File: src/rtl/score_keeper.sv
// score_keeper: game score accumulator for the HUD text renderer.
//
// Purpose:
//   Sums gameplay event pulses (pellet, power pellet, ghost) into a delta in
//   stage 1 and adds that delta to the saturating score in stage 2. It also
//   tracks the ghost combo multiplier, the session high score and a one-shot
//   extra-life award.
//
// Ports:
//   clk           system clock
//   rst           synchronous, active-high reset
//   MODE          current game mode (game_mode_t)
//   pellet_eaten  one-cycle pulse
//   power_eaten   one-cycle pulse; starts a fright period
//   ghost_eaten   one-cycle pulse
//   fright_end    one-cycle pulse; the fright period is over
//   score         current game score, binary, saturates at SCORE_MAX
//   high_score    best score since rst
//   new_high      level; set while this game has beaten the starting high score
//   extra_life    one-cycle pulse when the score first reaches EXTRA_LIFE_PTS

package score_keeper_pkg;

    typedef enum logic [2:0] {
        GAME_MODE_LOADING = 3'd0,
        GAME_MODE_READY   = 3'd1,
        GAME_MODE_PLAY    = 3'd2,
        GAME_MODE_FRIGHT  = 3'd3,
        GAME_MODE_FAIL    = 3'd4,
        GAME_MODE_WIN     = 3'd5
    } game_mode_t;

endpackage

module score_keeper
    import score_keeper_pkg::*;
#(
    parameter int unsigned SCORE_WIDTH     = 16,
    parameter int unsigned SCORE_MAX       = 9999,
    parameter int unsigned PELLET_PTS      = 10,
    parameter int unsigned POWER_PTS       = 50,
    parameter int unsigned GHOST_BASE_PTS  = 200,
    parameter int unsigned GHOST_COMBO_MAX = 4,
    parameter int unsigned EXTRA_LIFE_PTS  = 5000
) (
    input  logic                   clk,
    input  logic                   rst,
    input  game_mode_t             MODE,
    input  logic                   pellet_eaten,
    input  logic                   power_eaten,
    input  logic                   ghost_eaten,
    input  logic                   fright_end,
    output logic [SCORE_WIDTH-1:0] score,
    output logic [SCORE_WIDTH-1:0] high_score,
    output logic                   new_high,
    output logic                   extra_life
);

    localparam int unsigned COMBO_W = $clog2(GHOST_COMBO_MAX + 1);
    localparam int unsigned SUM_W   = SCORE_WIDTH + 1;

    game_mode_t             mode_q;
    logic [COMBO_W-1:0]     combo_q,      combo_d;
    logic [SCORE_WIDTH-1:0] delta_q,      delta_d;
    logic                   valid_q,      valid_d;
    logic [SCORE_WIDTH-1:0] score_q,      score_d;
    logic [SCORE_WIDTH-1:0] high_q,       high_d;
    logic                   new_high_q,   new_high_d;
    logic                   extra_life_q, extra_life_d;
    logic                   life_q,       life_d;

    logic                   active_c;
    logic                   game_start_c;
    logic                   pellet_c, power_c, ghost_c, fright_c;
    logic [COMBO_W-1:0]     price_lvl_c;
    logic [SCORE_WIDTH-1:0] ghost_pts_c;
    logic [SUM_W-1:0]       sum_c;

    // Mode qualification and game-start edge detection
    always_comb begin
        active_c     = !(MODE inside {GAME_MODE_LOADING, GAME_MODE_READY, GAME_MODE_FAIL});
        game_start_c = (MODE == GAME_MODE_READY) && (mode_q != GAME_MODE_READY);
        pellet_c     = active_c && pellet_eaten;
        power_c      = active_c && power_eaten;
        ghost_c      = active_c && ghost_eaten;
        fright_c     = active_c && fright_end;
    end

    // Ghost price: a power pellet in the same cycle restarts pricing at the base
    always_comb begin
        price_lvl_c = combo_q;
        if (power_c) begin
            price_lvl_c = '0;
        end else if (combo_q > COMBO_W'(GHOST_COMBO_MAX - 1)) begin
            price_lvl_c = COMBO_W'(GHOST_COMBO_MAX - 1);
        end
        ghost_pts_c = SCORE_WIDTH'(GHOST_BASE_PTS) << price_lvl_c;
    end

    // Next-state logic for both pipeline stages and the bookkeeping flags
    always_comb begin
        combo_d      = combo_q;
        delta_d      = (pellet_c ? SCORE_WIDTH'(PELLET_PTS) : '0)
                     + (power_c  ? SCORE_WIDTH'(POWER_PTS)  : '0)
                     + (ghost_c  ? ghost_pts_c              : '0);
        valid_d      = pellet_c || power_c || ghost_c;
        score_d      = score_q;
        high_d       = high_q;
        new_high_d   = new_high_q;
        extra_life_d = 1'b0;
        life_d       = life_q;

        // Combo: power/fright clear it; a ghost advances it after being priced
        if (power_c || fright_c) begin
            combo_d = '0;
        end
        if (ghost_c) begin
            if (power_c && !fright_c) begin
                combo_d = COMBO_W'(1);
            end else if (!power_c && !fright_c && (combo_q < COMBO_W'(GHOST_COMBO_MAX))) begin
                combo_d = combo_q + COMBO_W'(1);
            end
        end

        // Stage 2 commits regardless of mode so a delta captured before FAIL drains
        sum_c = SUM_W'(score_q) + SUM_W'(delta_q);
        if (valid_q) begin
            if (sum_c > SUM_W'(SCORE_MAX)) begin
                score_d = SCORE_WIDTH'(SCORE_MAX);
            end else begin
                score_d = SCORE_WIDTH'(sum_c);
            end
        end

        if (score_q > high_q) begin
            high_d     = score_q;
            new_high_d = 1'b1;
        end

        if (!life_q && (score_q >= SCORE_WIDTH'(EXTRA_LIFE_PTS))) begin
            extra_life_d = 1'b1;
            life_d       = 1'b1;
        end

        // Game start wins over any pending commit; high score is kept
        if (game_start_c) begin
            score_d    = '0;
            combo_d    = '0;
            life_d     = 1'b0;
            new_high_d = 1'b0;
            delta_d    = '0;
            valid_d    = 1'b0;
        end
    end

    // State registers
    always_ff @(posedge clk) begin
        if (rst) begin
            mode_q       <= GAME_MODE_LOADING;
            combo_q      <= '0;
            delta_q      <= '0;
            valid_q      <= 1'b0;
            score_q      <= '0;
            high_q       <= '0;
            new_high_q   <= 1'b0;
            extra_life_q <= 1'b0;
            life_q       <= 1'b0;
        end else begin
            mode_q       <= MODE;
            combo_q      <= combo_d;
            delta_q      <= delta_d;
            valid_q      <= valid_d;
            score_q      <= score_d;
            high_q       <= high_d;
            new_high_q   <= new_high_d;
            extra_life_q <= extra_life_d;
            life_q       <= life_d;
        end
    end

    assign score      = score_q;
    assign high_score = high_q;
    assign new_high   = new_high_q;
    assign extra_life = extra_life_q;

endmodule

File: config.mk
export PLATFORM = sky130hd
export DESIGN_NAME = score_keeper
export DESIGN_NICKNAME = d
export VERILOG_FILES = /design/src/rtl/score_keeper.sv
export SDC_FILE = /design/constraint.sdc
export NUM_CORES = 1
export LEC_CHECK = 0
export CORE_MARGIN = 2
export CORE_UTILIZATION = 46
export DETAILED_ROUTE_END_ITERATION = 10
export PLACE_DENSITY = 0.67
export SKIP_CTS_REPAIR_TIMING = 1
export SYNTH_ARGS = -nofsm -noshare
export SYNTH_HDL_FRONTEND = slang
export SYNTH_SLANG_ARGS = --single-unit
File: constraint.sdc
create_clock -name clk -period 8.6 [get_ports clk]
set_input_delay 2.15 -clock clk [delete_from_list [all_inputs] [get_ports clk]]
set_output_delay 2.15 -clock clk [all_outputs]
set_load 0.01 [all_outputs]
==> flow_summary_export.csv, run 1 <==
group,metric,value,unit
grt,antenna_found_initial,0,
power,power.share.clock,31.2,%
sta,worst_slew_pin_slew,1.147,ns
floorplan,num_io_pins,43,
critical_path,r2r_setup_slack,5.29,ns
critical_path,reg2reg_depth,10,
clock_network,cts_tree,"built",
synthesis,yosys_register_bits,57,
flow_run,cap_violations,0,
drt,totalWireLength,7450,µm
sta,skew,0.01077,ns
floorplan,core_area,7331,µm²
placed_design,hpwl,5796,µm
critical_path,regToRegStartpoint,"score[1]$_SDFFE_PP0P_",
synthesis,synth.avg_cell_area,8.802,µm²
placed_design,dp_cells,532,
sta,fmax,0.1962,GHz
synthesis,synth_edf_count,0,
synthesis,synthMuxAreaShare,4.549,%
clock_network,cts-buffers-inserted,9,
synthesis,synth_area_leaders,"dfxtp_1 (32%), ha_1 (16%), nand2b_1 (6.0%)",
critical_path,r2r_end,"score[3]$_SDFFE_PP0P_",
power,powerDensity,165.4,nW/µm²
synthesis,netlist_instances,400,
power,power.static_leakage,1.780,nW
drt,first_iter_violations,126,
synthesis,syn_area,3521,µm²
synthesis,synth_compound_area_share,16.67,%
synthesis,async_flop_share,0,%
drt,drc_errors,0,
critical_path,startpoint_type,"input pin",
sta,timing.final.crit_share,59.27,%
synthesis,synth_xor_area_share,3.234,%
layout,final_util,57.48,%
worst_hold_path,hold-path-cell-count,1,
sta,timing.final.ws_setup,3.503,ns
critical_path,required,8.86,ns
synthesis,synth_largest_area_cell,"dfxtp_1",
layout,layout.cells.non_filler,548,
grt,grt_max_degree,39,
layout,diodes,0,
critical_path,path_max_fanout,9,
synthesis,synth_top_family_by_area,"simple AND/OR/NAND/NOR gates",
run_status,status,"finished clean",
drt,wl_per_cell,13.59,µm
clock_network,cts_buffer_depth,2,
power,p_int,474.1,µW
sta,setup_viol,0,
grt,grt_pass1_wl,13060,µm
floorplan,fp.dieH,91.49,µm
worst_hold_path,min_from,"life_q$_SDFFE_PP0P_",
power,finalPower,697.1,µW
sta,final_max_slew_viol_count,0,
critical_path,cp.arrival,5.35,ns
power,p_seq_share,42.7,%
synthesis,synth-simple-area-share,21.96,%
power,sw_frac_of_total,31.99,%
grt,grtUsageTotal,19.48,%
synthesis,synth_top_area_share,32.41,%
clock_network,htreeDepth,3,
sta,relSlewSlack,23.55,%
floorplan,start_util,48.03,%
synthesis,synthAdderAreaFrac,16.77,%
clock_network,clk_pin_slew,0.07,ns
drt,ant_nets,0,
sta,hold_ws,0.4248,ns
placed_design,pre_cts_ws,3.153,ns
clock_network,clock_sinks,57,
layout,syn_to_final_growth,19.69,%
layout,layout-drive-gt1-share,5.791,%
layout,final_area,4214,µm²
placed_design,postPlaceCellArea,4044,µm²
power,irDropWorstVdd,0.00007314,V
clock_network,root_buffer,"clkbuf_8",
layout,layout.nets,499,
power,pwr-share-comb,26.1,%
sta,setup_tns,0,ns
worst_hold_path,hold_end,"extra_life$_SDFF_PP0_",
placed_design,place_congestion,0.8289,
sta,rsz0062_at_grt,"false",
sta,finalCriticalPeriod,5.097,ns
drt,vias_per_cell,5.354,
grt,grt_overflow_total,0,
floorplan,fp.dieW,91.49,µm
floorplan,rows,31,
placed_design,io_buffer_count,42,
synthesis,yosysWarnings,0,
worst_hold_path,hold_path.class,"reg2reg",
power,power_switching,223.0,µW
synthesis,synth_flop_cell,"dfxtp_1",
grt,grt_pass1_vias,2922,
critical_path,end_kind,"register",
drt,firstDrtPassIters,4,
synthesis,ys_seq_area_share,32.41,%
sta,hold_viol,0,
drt,via_count,2934,
synthesis,synth_cell_types,47,
floorplan,dieArea,8370,µm²
critical_path,setup.worst_path.class,"in2reg",
clock_network,clk_latency,0.34,ns
[cell families (layout without fill, tap and decap cells)]
| family | after synthesis | count (layout) |
|---|---|---|
| and+or+nand+nor | 138 | 138 |
| AOI/OAI and AO/OA | 89 | 89 |
| DFF | 57 | 57 |
| adders and majority gates | 46 | 46 |
| buffers and inverters | 40 | 85 |
| muxes | 16 | 16 |
| xor gates and xnor gates | 13 | 13 |
| other | 1 | 5 |
[state kept, by name (all words and copies together), names as in the netlist]
register,flops
life_q,1
score,16
mode_q,3
high_score,16
extra_life,1
delta_q,15
new_high,1
valid_q,1
combo_q,3
[worst max-delay path, cell delays in order]
cell,delay [ns]
clkdlybuf4s50_1,0.53
a21o_1,0.32
nand2_1,0.18
o21ai_0,0.31
inv_1,0.15
ha_1,0.22
and3_1,0.14
ha_1,0.29
inv_1,0.06
fa_1,0.43
nor2b_1,0.15
o21ai_0,0.11
xnor2_1,0.17
nor3_1,0.12
[routing by layer]
layer  global-route usage [%]  vias up  wire length, µm
met1                    22.76     1353             3311
met5                        0        -                0
li1                         -     1501                -
met3                    5.228       20              361
met4                    9.343        0              237
met2                    32.84       60             3541
[worst max-delay path by stage]
stage | startpoint | end
floorplan | MODE[2] | delta_q[8]$_SDFF_PP0_
global placement | MODE[0] | delta_q[8]$_SDFF_PP0_
detailed placement | MODE[0] | delta_q[8]$_SDFF_PP0_
CTS | MODE[0] | delta_q[8]$_SDFF_PP0_
global route | MODE[0] | delta_q[8]$_SDFF_PP0_
finish | MODE[0] | delta_q[8]$_SDFF_PP0_
[layout make-up]
type                       instances  area [µm²]
sequential                        57        1141
fill                             686        3117
inverter                          26       97.59
multi-input combinational        307        2253
timing repair buffer              43       427.9
clock inverter                     7       46.29
clock buffer                       9       123.9
tap                               99       123.9
[Yosys cell counts (3+ instances only)]
master     number
xor2_1          6
o21ai_0        23
o21a_1          7
nor2_1         13
nand2b_1       34
a21oi_1        22
dfxtp_1        57
mux2i_1        16
nor3_1          5
a21o_1          9
a2111oi_0       3
xnor2_1         7
nand2_1        26
clkbuf_1       12
inv_1          26
and2_1          7
nand3b_1        6
nor3b_1         4
ha_1           44
and3_1         10
a211oi_1        3
o211ai_1        4
nand4_1         9
nand3_1         9
a31oi_1         4
nor2b_1         9
[power groups by stage]
stage | logic (mW) | clock network, mW | registers [mW]
detailed placement | 0.184 | 0 | 0.304
floorplan | 0.126 | 0 | 0.303
CTS | 0.184 | 0.228 | 0.298
global placement | 0.180 | 0 | 0.303
finish | 0.182 | 0.217 | 0.298
global route | 0.203 | 0.242 | 0.301
[placed cells by master, fill, tap and decap left out, types with 9 or more instances in the layout]
cell             synthesis  final
o21ai_0                 23     22
nand2_1                 26     26
clkbuf_8                 0      9
nand4_1                  9      9
clkdlybuf4s50_1          0     42
nor2b_1                  9      9
nand3_1                  9      9
nor2_1                  13     13
and3_1                  10     10
ha_1                    44     44
a21oi_1                 22     22
dfxtp_1                 57     57
nand2b_1                34     34
mux2i_1                 16     16
inv_1                   26     26
a21o_1                   9      9
No activity file was read; power rests on OpenSTA's default activity.
==> run 2, diff against run 1 <==
--- a/config.mk
+++ b/config.mk
@@ -8,7 +8,7 @@
 export CORE_MARGIN = 2
 export CORE_UTILIZATION = 46
 export DETAILED_ROUTE_END_ITERATION = 10
-export PLACE_DENSITY = 0.67
+export PLACE_DENSITY = 0.7
 export SKIP_CTS_REPAIR_TIMING = 1
 export SYNTH_ARGS = -nofsm -noshare
 export SYNTH_HDL_FRONTEND = slang
==> constraint.sdc (replaced) <==
create_clock -name clk -period 4.5 [get_ports clk]
set_input_delay 1.125 -clock clk [delete_from_list [all_inputs] [get_ports clk]]
set_output_delay 1.125 -clock clk [all_outputs]
set_load 0.01 [all_outputs]
==> flow_summary_export.csv, run 2 (synthesis gave the netlist of run 1 again) <==
group,metric,value,unit
run_status,status,"finished clean",
power,powerDensity,351.9,nW/µm²
drt,first_iter_violations,79,
layout,layout-drive-gt1-share,6.208,%
layout,final_common_cell,"dfxtp_1",
drt,via_count,2913,
grt,grt_overflow_total,0,
power,sw_frac_of_total,28.59,%
sta,skew,0.01127,ns
power,irDropWorstVdd,0.0001627,V
clock_network,cts-buffers-inserted,9,
floorplan,num_io_pins,43,
sta,hold_ws,0.4192,ns
grt,grtUsageTotal,19.32,%
layout,syn_to_final_growth,22.35,%
sta,setup_viol,0,
floorplan,core_area,7331,µm²
grt,grt_pass1_vias,2906,
placed_design,place_congestion,0.8321,
power,pwr-share-comb,23.1,%
clock_network,clk_latency,0.33,ns
critical_path,required,4.75,ns
grt,grt_max_degree,39,
floorplan,rows,31,
clock_network,cts_buffer_depth,2,
sta,fmax,0.2449,GHz
layout,fillers,642,
drt,drc_errors,0,
power,p_int,1.083,mW
power,p_seq_share,37.6,%
placed_design,hpwl,5825,µm
critical_path,path_max_fanout,9,
power,power.share.clock,39.3,%
clock_network,cts_tree,"built",
sta,hold_viol,0,
sta,timing.final.ws_setup,0.4172,ns
worst_hold_path,hold_path.class,"reg2reg",
sta,timing.final.crit_share,90.73,%
placed_design,pre_cts_ws,0.08683,ns
clock_network,clk_pin_slew,0.08,ns
critical_path,startpoint_type,"input pin",
drt,totalWireLength,7504,µm
grt,antenna_found_initial,0,
critical_path,end_kind,"register",
power,power.static_leakage,1.832,nW
critical_path,cp.arrival,4.33,ns
sta,final_max_slew_viol_count,0,
floorplan,fp.dieW,91.49,µm
layout,final_cell_mix,"dfxtp_1 (57), ha_1 (44), clkdlybuf4s50_1 (42)",
layout,layout.nets,501,
drt,vias_per_cell,5.296,
floorplan,fp.dieH,91.49,µm
drt,ant_nets,0,
clock_network,root_buffer,"clkbuf_8",
power,power_switching,433.4,µW
placed_design,io_buffer_count,42,
grt,grt_pass1_wl,13070,µm
clock_network,clock_sinks,57,
layout,diodes,0,
sta,rsz0062_at_grt,"false",
sta,setup_tns,0,ns
clock_network,htreeDepth,3,
sta,worst_slew_pin_slew,1.113,ns
critical_path,setup.worst_path.class,"in2reg",
drt,firstDrtPassIters,4,
floorplan,start_util,48.03,%
floorplan,dieArea,8370,µm²
flow_run,cap_violations,0,
sta,relSlewSlack,25.77,%
sta,finalCriticalPeriod,4.083,ns
drt,wl_per_cell,13.64,µm
run 2: power by group through the flow:
stage	Sequential [mW]	Combinational, mW	Clock (mW)
floorplan	0.579	0.241	0
finish	0.569	0.351	0.596
detailed placement	0.581	0.351	0
CTS	0.570	0.353	0.610
global placement	0.580	0.345	0
global route	0.574	0.392	0.635
run 2: path summary, 6_finish.rpt:
check                                           start               endpoint  slack [ns]  cells after the start
worst min register to register    life_q$_SDFFE_PP0P_  extra_life$_SDFF_PP0_        0.42                      1
worst min-delay path              life_q$_SDFFE_PP0P_  extra_life$_SDFF_PP0_        0.42                      1
worst max register to register  score[1]$_SDFFE_PP0P_  score[8]$_SDFFE_PP0P_        1.20                     10
worst max-delay path                          MODE[0]  delta_q[8]$_SDFF_PP0_        0.42                     14
run 2: routing by layer:
layer  up-vias  global-route usage, %  part of all wire (%)
li1       1511                      -                     -
met5         -                      0                     0
met1      1338                  22.79                    46
met4         0                  8.460                   2.3
met3        15                  4.896                   3.5
met2        49                  32.97                    48
run 2: through the flow:
step           utilization (%)  power [mW]  cell area [µm²]  std cells
2_1_floorplan                -      0.8208             3536        404
3_3_place_gp             55.37      0.9242             4059        534
3_5_place_dp             55.37      0.9321             4059        534
4_1_cts                  58.76       1.533             4308        550
5_1_grt                  58.76       1.601             4308        550
6_report                 58.76       1.516             4308        550
run 2: layout make-up:
type                    instances  area, µm²  area share, %
clock inverters                 7      125.1          2.904
clock buffers                   9      123.9          2.875
flip-flops and latches         57       1141          26.49
multi-input cells             307       2253          52.31
repair buffers                 45      442.9          10.28
well taps                      99      123.9          2.875
inverters                      26      97.59          2.265
run 2: critical path: stages:
cell and delay, ns:
clkdlybuf4s50_1 0.53, a21o_1 0.32, nand2_1 0.18, o21ai_0 0.28, inv_1 0.15, ha_1 0.23, and3_1 0.14, ha_1 0.30
inv_1 0.06, fa_1 0.43, nor2b_1 0.17, o21ai_0 0.11, xnor2_1 0.17, nor3_1 0.14
